**src/rtl/booth_divider_if.sv**
```systemverilog
// Start/result handshake bundle for the sequential signed divider.
interface booth_divider_if #(
    parameter int unsigned size = 8
);
    logic                  start;
    logic [2*size-1:0]     dividend;
    logic [size-1:0]       divisor;
    logic [size-1:0]       quotient;
    logic [size-1:0]       remainder;
    logic                  busy;
    logic                  done;
    logic                  overflow;
    logic                  div_by_zero;

    // Requester side: issues operands, observes results.
    modport master (
        output start, dividend, divisor,
        input  quotient, remainder, busy, done, overflow, div_by_zero
    );

    // Divider side.
    modport slave (
        input  start, dividend, divisor,
        output quotient, remainder, busy, done, overflow, div_by_zero
    );
endinterface

```
**src/rtl/booth_divider.sv**
```systemverilog
// Sequential signed divider: 2N-bit dividend by N-bit divisor, one restoring
// step per clock on operand magnitudes, sign fix-up in a final cycle.
module booth_divider #(
    parameter int unsigned size = 8
) (
    input logic            clk,
    input logic            rst,
    booth_divider_if.slave bus
);
    localparam int unsigned W2   = 2 * size;
    localparam int unsigned CntW = $clog2(W2);

    localparam logic [1:0] IDLE = 2'd0;
    localparam logic [1:0] CALC = 2'd1;
    localparam logic [1:0] FIX  = 2'd2;

    // Magnitude 2^(N-1): the largest quotient allowed when the result is negative.
    localparam logic [W2-1:0]   QLIM = W2'(1) << (size - 1);
    localparam logic [CntW-1:0] LAST = CntW'(W2 - 1);

    logic [1:0]      state_q, state_d;
    logic [W2-1:0]   dvd_q, dvd_d;      // dividend magnitude; quotient bits shift in at the LSB
    logic [size:0]   rem_q, rem_d;      // partial remainder
    logic [size-1:0] dvs_q, dvs_d;      // divisor magnitude
    logic [CntW-1:0] cnt_q, cnt_d;
    logic            neg_dvd_q, neg_dvd_d;
    logic            neg_dvs_q, neg_dvs_d;
    logic            zero_q, zero_d;
    logic [size-1:0] quo_q, quo_d;
    logic [size-1:0] rmd_q, rmd_d;
    logic            busy_q, busy_d;
    logic            done_q, done_d;
    logic            ovf_q, ovf_d;
    logic            dbz_q, dbz_d;

    logic [size:0]   rem_sh;
    logic [size+1:0] trial;
    logic            q_neg;
    logic [W2-1:0]   q_signed;
    logic [size-1:0] r_signed;

    // Trial subtraction for the current iteration and sign fix-up values.
    always_comb begin
        rem_sh   = {rem_q[size-1:0], dvd_q[W2-1]};
        trial    = {1'b0, rem_sh} - {2'b00, dvs_q};
        q_neg    = neg_dvd_q ^ neg_dvs_q;
        q_signed = q_neg ? (W2'(0) - dvd_q) : dvd_q;
        r_signed = neg_dvd_q ? (size'(0) - rem_q[size-1:0]) : rem_q[size-1:0];
    end

    // Next-state logic for the FSM and datapath.
    always_comb begin
        state_d   = state_q;
        dvd_d     = dvd_q;
        rem_d     = rem_q;
        dvs_d     = dvs_q;
        cnt_d     = cnt_q;
        neg_dvd_d = neg_dvd_q;
        neg_dvs_d = neg_dvs_q;
        zero_d    = zero_q;
        quo_d     = quo_q;
        rmd_d     = rmd_q;
        busy_d    = busy_q;
        done_d    = 1'b0;
        ovf_d     = ovf_q;
        dbz_d     = dbz_q;
        unique case (state_q)
            IDLE: begin
                if (bus.start) begin
                    neg_dvd_d = bus.dividend[W2-1];
                    neg_dvs_d = bus.divisor[size-1];
                    zero_d    = (bus.divisor == '0);
                    // Divide-by-zero reports the raw low dividend bits, so keep them unmodified.
                    if (bus.divisor == '0) begin
                        dvd_d = bus.dividend;
                    end else begin
                        dvd_d = bus.dividend[W2-1] ? (W2'(0) - bus.dividend) : bus.dividend;
                    end
                    dvs_d   = bus.divisor[size-1] ? (size'(0) - bus.divisor) : bus.divisor;
                    rem_d   = '0;
                    cnt_d   = '0;
                    busy_d  = 1'b1;
                    ovf_d   = 1'b0;
                    dbz_d   = 1'b0;
                    state_d = (bus.divisor == '0) ? FIX : CALC;
                end
            end
            CALC: begin
                if (!trial[size+1]) begin
                    rem_d = trial[size:0];
                    dvd_d = {dvd_q[W2-2:0], 1'b1};
                end else begin
                    rem_d = rem_sh;
                    dvd_d = {dvd_q[W2-2:0], 1'b0};
                end
                cnt_d = cnt_q + 1'b1;
                if (cnt_q == LAST) begin
                    state_d = FIX;
                end
            end
            FIX: begin
                busy_d  = 1'b0;
                done_d  = 1'b1;
                state_d = IDLE;
                if (zero_q) begin
                    quo_d = '0;
                    rmd_d = dvd_q[size-1:0];
                    ovf_d = 1'b0;
                    dbz_d = 1'b1;
                end else begin
                    quo_d = q_signed[size-1:0];
                    rmd_d = r_signed;
                    ovf_d = q_neg ? (dvd_q > QLIM) : (dvd_q >= QLIM);
                    dbz_d = 1'b0;
                end
            end
            default: state_d = IDLE;
        endcase
    end

    // State registers with asynchronous active-low clear.
    always_ff @(posedge clk or negedge rst) begin
        if (!rst) begin
            state_q   <= IDLE;
            dvd_q     <= '0;
            rem_q     <= '0;
            dvs_q     <= '0;
            cnt_q     <= '0;
            neg_dvd_q <= 1'b0;
            neg_dvs_q <= 1'b0;
            zero_q    <= 1'b0;
            quo_q     <= '0;
            rmd_q     <= '0;
            busy_q    <= 1'b0;
            done_q    <= 1'b0;
            ovf_q     <= 1'b0;
            dbz_q     <= 1'b0;
        end else begin
            state_q   <= state_d;
            dvd_q     <= dvd_d;
            rem_q     <= rem_d;
            dvs_q     <= dvs_d;
            cnt_q     <= cnt_d;
            neg_dvd_q <= neg_dvd_d;
            neg_dvs_q <= neg_dvs_d;
            zero_q    <= zero_d;
            quo_q     <= quo_d;
            rmd_q     <= rmd_d;
            busy_q    <= busy_d;
            done_q    <= done_d;
            ovf_q     <= ovf_d;
            dbz_q     <= dbz_d;
        end
    end

    assign bus.quotient    = quo_q;
    assign bus.remainder   = rmd_q;
    assign bus.busy        = busy_q;
    assign bus.done        = done_q;
    assign bus.overflow    = ovf_q;
    assign bus.div_by_zero = dbz_q;
endmodule

```
**src/flat_wrapper.sv**
```systemverilog
// flat-port wrapper written by rule: the top's interface ports become plain ports
module booth_divider_flat 
#(
    parameter int unsigned size = 8
)
  (clk, rst, bus_start, bus_dividend, bus_divisor, bus_quotient, bus_remainder, bus_busy, bus_done, bus_overflow, bus_div_by_zero);
  booth_divider_if #(.size(size)) bus_i ();
  input logic clk;
  input logic rst;
  input wire logic [$bits(bus_i.start)-1:0] bus_start;
  input wire logic [$bits(bus_i.dividend)-1:0] bus_dividend;
  input wire logic [$bits(bus_i.divisor)-1:0] bus_divisor;
  output wire logic [$bits(bus_i.quotient)-1:0] bus_quotient;
  output wire logic [$bits(bus_i.remainder)-1:0] bus_remainder;
  output wire logic [$bits(bus_i.busy)-1:0] bus_busy;
  output wire logic [$bits(bus_i.done)-1:0] bus_done;
  output wire logic [$bits(bus_i.overflow)-1:0] bus_overflow;
  output wire logic [$bits(bus_i.div_by_zero)-1:0] bus_div_by_zero;
  assign bus_i.start = bus_start;
  assign bus_i.dividend = bus_dividend;
  assign bus_i.divisor = bus_divisor;
  assign bus_quotient = bus_i.quotient;
  assign bus_remainder = bus_i.remainder;
  assign bus_busy = bus_i.busy;
  assign bus_done = bus_i.done;
  assign bus_overflow = bus_i.overflow;
  assign bus_div_by_zero = bus_i.div_by_zero;
  booth_divider #(.size(size)) u_core (.clk(clk), .rst(rst), .bus(bus_i));
endmodule
```
**config.mk**
```make
export PLATFORM = sky130hd
export DESIGN_NAME = booth_divider_flat
export DESIGN_NICKNAME = d
export VERILOG_FILES = /design/src/rtl/booth_divider_if.sv /design/src/rtl/booth_divider.sv /design/src/flat_wrapper.sv
export SDC_FILE = /design/constraint.sdc
export NUM_CORES = 1
export LEC_CHECK = 0
export ABC_AREA = 1
export ABC_CLOCK_PERIOD_IN_PS = 1600
export CAP_MARGIN = 20
export CORE_MARGIN = 2
export CORE_UTILIZATION = 51
export CTS_CLUSTER_DIAMETER = 50
export DETAILED_ROUTE_END_ITERATION = 8
export PLACE_DENSITY = 0.77
export SLEW_MARGIN = 20
export SYNTH_ARGS = -nofsm -noshare
export SYNTH_HDL_FRONTEND = slang
export SYNTH_SLANG_ARGS = --single-unit
```
**constraint.sdc**
```tcl
create_clock -name clk -period 1.6 [get_ports clk]
set_input_delay 0.32 -clock clk [delete_from_list [all_inputs] [get_ports clk]]
set_output_delay 0.32 -clock clk [all_outputs]
set_load 0.05 [all_outputs]
```
==> After elaboration in Yosys (flattened, before gate mapping) <==
Cells that the tools add are included.
{ "op_classes": {"mux": 28, "n_eq_ne": 5, "order_cmp": 2, "n_reduce_logical": 8, "add_sub_neg": 6, "bitwise_logic": 1} }
{ "op_table": {"columns": ["op", "n"], "rows": [
  ["$mux W8", 7],
  ["$mux W16", 3],
  ["$pmux W16 S2", 1],
  ["$sub A1 B8 Y8 const A", 3],
  ["$ge A16 B8 Y1 const B", 1],
  ["$gt A16 B8 Y1 const B", 1],
  ["$pmux W8 S2", 1],
  ["$sub A1 B16 Y16 const A", 1],
  ["$sub A9 B8 Y10", 1],
  ["$logic_not A8 Y1", 1],
  ["$pmux W4 S2", 1],
  ["$reduce_and A2 Y1", 4],
  ["$mux W1", 7],
  ["$mux W2", 3],
  ["$pmux W1 S2", 3],
  ["$add A4 B1 Y4 const B", 1],
  ["$eq A4 B4 Y1 const B", 1],
  ["$mux W4", 1],
  ["$pmux W2 S2", 1],
  ["$reduce_bool A2 Y1", 2],
  ["$eq A2 B1 Y1 const B", 1],
  ["$eq A2 B2 Y1 const B", 1],
  ["$logic_not A2 Y1", 1],
  ["$ne A2 B1 Y1 const B", 1],
  ["2 further kinds", 2]
]} }
{ "word_totals": {"output_inout_bits": 20, "in_bits": 27, "regBits": 61} }

==> Logic depth before layout (Yosys ltp) <==
{ "logic_depth": {"ltp_word": 5, "ltp_mapped": 12, "ltp_nobuf": 12} }

==> Least setup slack after synthesis <==
No wires, ideal clock.
{ "synth_path": {"path_kind": "register to register", "from": "reg u_core.dvd_q[15]", "to": "reg u_core.rem_q[4]", "arrival_ns": 1.504, "path_stages_with_launch": 11, "setup_slack_ns": -0.021, "synth_period_minus_slack_ns": 1.621, "path_buffers": 0, "cell_sequence": "dfrtp_1 inv_1 ha_1 inv_1 fa_1 nand3_1 nand3_1 xnor2_1 nand2_1 nand3_1 nand2_1"} }
{ "synth_between": {"elab_chain_len": 3} }
{ "synth_rtl": {"columns": ["item", "line_no", "text"], "rows": [
  ["from (decl)", "booth_divider.sv:22", "logic [W2-1:0] dvd_q, dvd_d;"],
  ["from (signal assigned)", "booth_divider.sv:140", "dvd_q <= dvd_d;"],
  ["$sub A9 B8 Y10", "booth_divider.sv:45", "trial = {1'b0, rem_sh} - {2'b00, dvs_q};"],
  ["$mux W8", "booth_divider.sv:89", "if (!trial[size+1]) begin"],
  ["$pmux W8 S2", "booth_divider.sv:67", "unique case (state_q)"],
  ["to (signal assigned)", "booth_divider.sv:141", "rem_q <= rem_d;"],
  ["to (decl)", "booth_divider.sv:23", "logic [size:0] rem_q, rem_d;"]
]} }
No other way between the ends.
A chain may end at the register's enable or synchronous reset.

==> Worst setup path after layout <==
Ends and elaborated chain as after synthesis.

==> run metrics <==
Netlist cell types 34; slack of the critical path -0.08962 ns; EDFF count, synth 0; initial antenna violation count 0; ys flop type dfrtp_1; first-pass GRT wire length 17.84 mm; Synth top cells by count nand2_1, inv_1, nand3_1; Layout Utilization 70.00%; Seq cells post-synth 61; CTS tree yes; syn_nets 587; vias per cell 5.372; sequential share of the synthesized area 38.79%; largest net degree at the start of global routing 62; GR Overflow Total 0; worst-margin pin slew 0.3994 ns; CTS H-tree lvls 3; WP data required 1.84 ns; Final Cell Area 5325 sq um; sw frac 48.50%; hpwl dp 7.625 mm; Hold Crit Class reg -> reg; crit share post-route 105.6%; routability-driven placement congestion ratio 0.8835; ranking of synthesized cells by area dfrtp_1, nand2_1, nand3_1; Fmax 0.5919 GHz; DR WL/cell 14.10 microns; clk_lat worst skew 0.35 ns; clock tree buffer depth 2; number of CTS-inserted buffers 9; failing checks negative setup slack; row count 32; fin nets 698; share of cells above drive strength 1 23.72%; CP Cell Sequence inv_2 > ha_4 > inv_2 > fa_2 > nand3_2 > nand3_2 > xnor2_2 > nand2_1 > nand3_2 > nand2_2; Detailed Route WL 10.77 mm; final hold slack 0.4808 ns; Crit. End Element flop; synthesized area per cell 7.207 sq um; GRT Overall Usage 26.13%; LEAKAGE 2.702 nW; Die Y 91.84 microns; DRC Markers 0; core area 7607 sq um; final non-filler cell total 764; Net Switching 0.005627 W; Placed Area 4895 sq um; Worst path max stage delay 0.39 ns; post-synth top area cell dfrtp_1; Post-synth ARST share 100.0%; Mapped Area 3935 sq um; Final min period 1.690 ns; Pwr Density 2179 nW/um^2; Critical Path Source Type flop; drt pass-1 iters 5; Int Pwr 0.005975 W; peak supply drop 0.001161 V; worst relative slew slack 73.13%; Final setup viols 2; clk slew on worst S/H paths 0.08 ns; RSZ-0062 raised after global routing true; final clock skew 0.01169 ns; Clk pwr share 12.0%; root buffer cell clkbuf_8; initial cell density of the core 51.73%; synth-to-layout area growth 35.33%; number of routed nets with antenna violations 0; DRT iter0 DRCs 182; worst-path fanout max 3; Worst Path Arrival 1.93 ns; placed insts 740; total of max-cap violations 0; top cell type's share of synthesized area 38.79%; Syn. warnings 0; Sequential Power Share 25.1%; # fillers 605; Boundary Pins 47; most common cell in the netlist nand2_1; Die W 91.84 microns; Syn Inst Count 546; Crit path top cell by count nand3_2; Gate power share 62.9%; die area 8435 sq um; Antenna diodes 0; Vias 4104; status complete, but fails checks; # port buffers 46; Max Slew Vio Count 0; vias in the first global route 4002; CP Class reg -> reg; Slowest cell on crit path dfrtp_1; clock sink count 61; Fin. Hold Viols 0
routing by layer:
metal,wire (microns),GRT usage (%)
met1,4631,32.53
met2,5492,46.14
met3,446,4.519
met4,204,8.333
met5,0,0
through the flow:
stage | total power (W) | setup WS, ns | setup TNS (ns)
CTS | 0.01120 | -0.05713 | -0.08907
global route | 0.01245 | -0.1452 | -0.7826
global placement | 0.009108 | -0.3115 | -3.945
finish | 0.01160 | -0.08962 | -0.1516
detailed placement | 0.009326 | -0.3820 | -5.022
floorplan | 0.007258 | 0.008241 | 0
cell type report:
type / count / area [sq um] / area share (%)
multi-input combinational: 400 / 2247 / 42.20
sequential: 61 / 1526 / 28.67
timing repair buffer: 113 / 955.9 / 17.95
inverter: 72 / 270.3 / 5.075
tap: 102 / 127.6 / 2.397
clock buffer: 9 / 123.9 / 2.326
clock inverter: 7 / 73.82 / 1.386
logic make-up after synthesis:
logic type               count (synthesis)  synth area share [%]
XOR/XNOR                                 9                 2.003
AO/OA/AOI/OAI                           76                 11.76
buffers and inverters                   86                 8.807
adder cells (fa/ha/maj)                 14                 4.642
AND/OR/NAND/NOR                        299                 33.74
flip-flops                              61                 38.79
multiplexers                             1                0.2544
power groups by stage:
stage / registers (W) / logic [W] / clock network, W
floorplan: 0.00350 / 0.00376 / 0
global placement: 0.00284 / 0.00627 / 0
detailed placement: 0.00288 / 0.00644 / 0
CTS: 0.00289 / 0.00691 / 0.00141
global route: 0.00299 / 0.00796 / 0.00150
finish: 0.00292 / 0.00730 / 0.00139
flip-flops by register name, indices dropped and copies added, names as in the netlist, 2 cells and up:
signal,cells
u_core.dvd_q,16
u_core.dvs_q,8
u_core.cnt_q,4
u_core.rem_q,8
u_core.bus.remainder,8
u_core.bus.quotient,8
u_core.state_q,2
final timing paths:
check / startpoint / end / slack (ns) / cells after the start
hold reg to reg: u_core.bus.busy / u_core.bus.busy / 0.48 / 2
setup / recovery: u_core.dvd_q[15] / u_core.rem_q[4] / -0.09 / 10
max in group asynchronous: rst / u_core.dvd_q[11] / 0.79 / 3
setup reg to reg: u_core.dvd_q[15] / u_core.rem_q[4] / -0.09 / 10
min in group asynchronous: rst / u_core.bus.quotient[7] / 0.50 / 3
hold / removal: u_core.bus.busy / u_core.bus.busy / 0.48 / 2
critical path: cells and delay by family, from the launching register on:
kind | cells | cell delay (ns)
adders and majority gates | 2 | 0.50
DFF | 1 | 0.39
and+or+nand+nor | 5 | 0.39
xor gates and xnor gates | 1 | 0.17
buffers and inverters | 2 | 0.13
cells in the final DEF, fill, tap and decap left out, types with 4 or more instances in the layout:
| master | instances |
|---|---|
| a21oi_1 | 12 |
| a22oi_1 | 12 |
| buf_4 | 81 |
| clkbuf_8 | 9 |
| clkdlybuf4s50_1 | 25 |
| dfrtp_1 | 61 |
| ha_1 | 5 |
| ha_4 | 7 |
| inv_1 | 59 |
| inv_2 | 13 |
| nand2_1 | 164 |
| nand2_2 | 11 |
| nand3_1 | 61 |
| nand3_2 | 5 |
| nand4_1 | 13 |
| nor2_1 | 28 |
| nor2_4 | 6 |
| o21ai_0 | 33 |
| o21ai_1 | 5 |
| o221ai_1 | 4 |
| xor2_1 | 6 |
repair_timing:
item / CTS / global route
buffers inserted: 4 / 2
setup endpoints to repair: 9 / 19
cloned: 1 / 0
hold buffers: 1 / 0
endpoints found under the hold margin: 57 / 0
gates resized for setup: 16 / 25
pin swaps: 8 / 8
No activity file was read; power rests on OpenSTA's default activity.
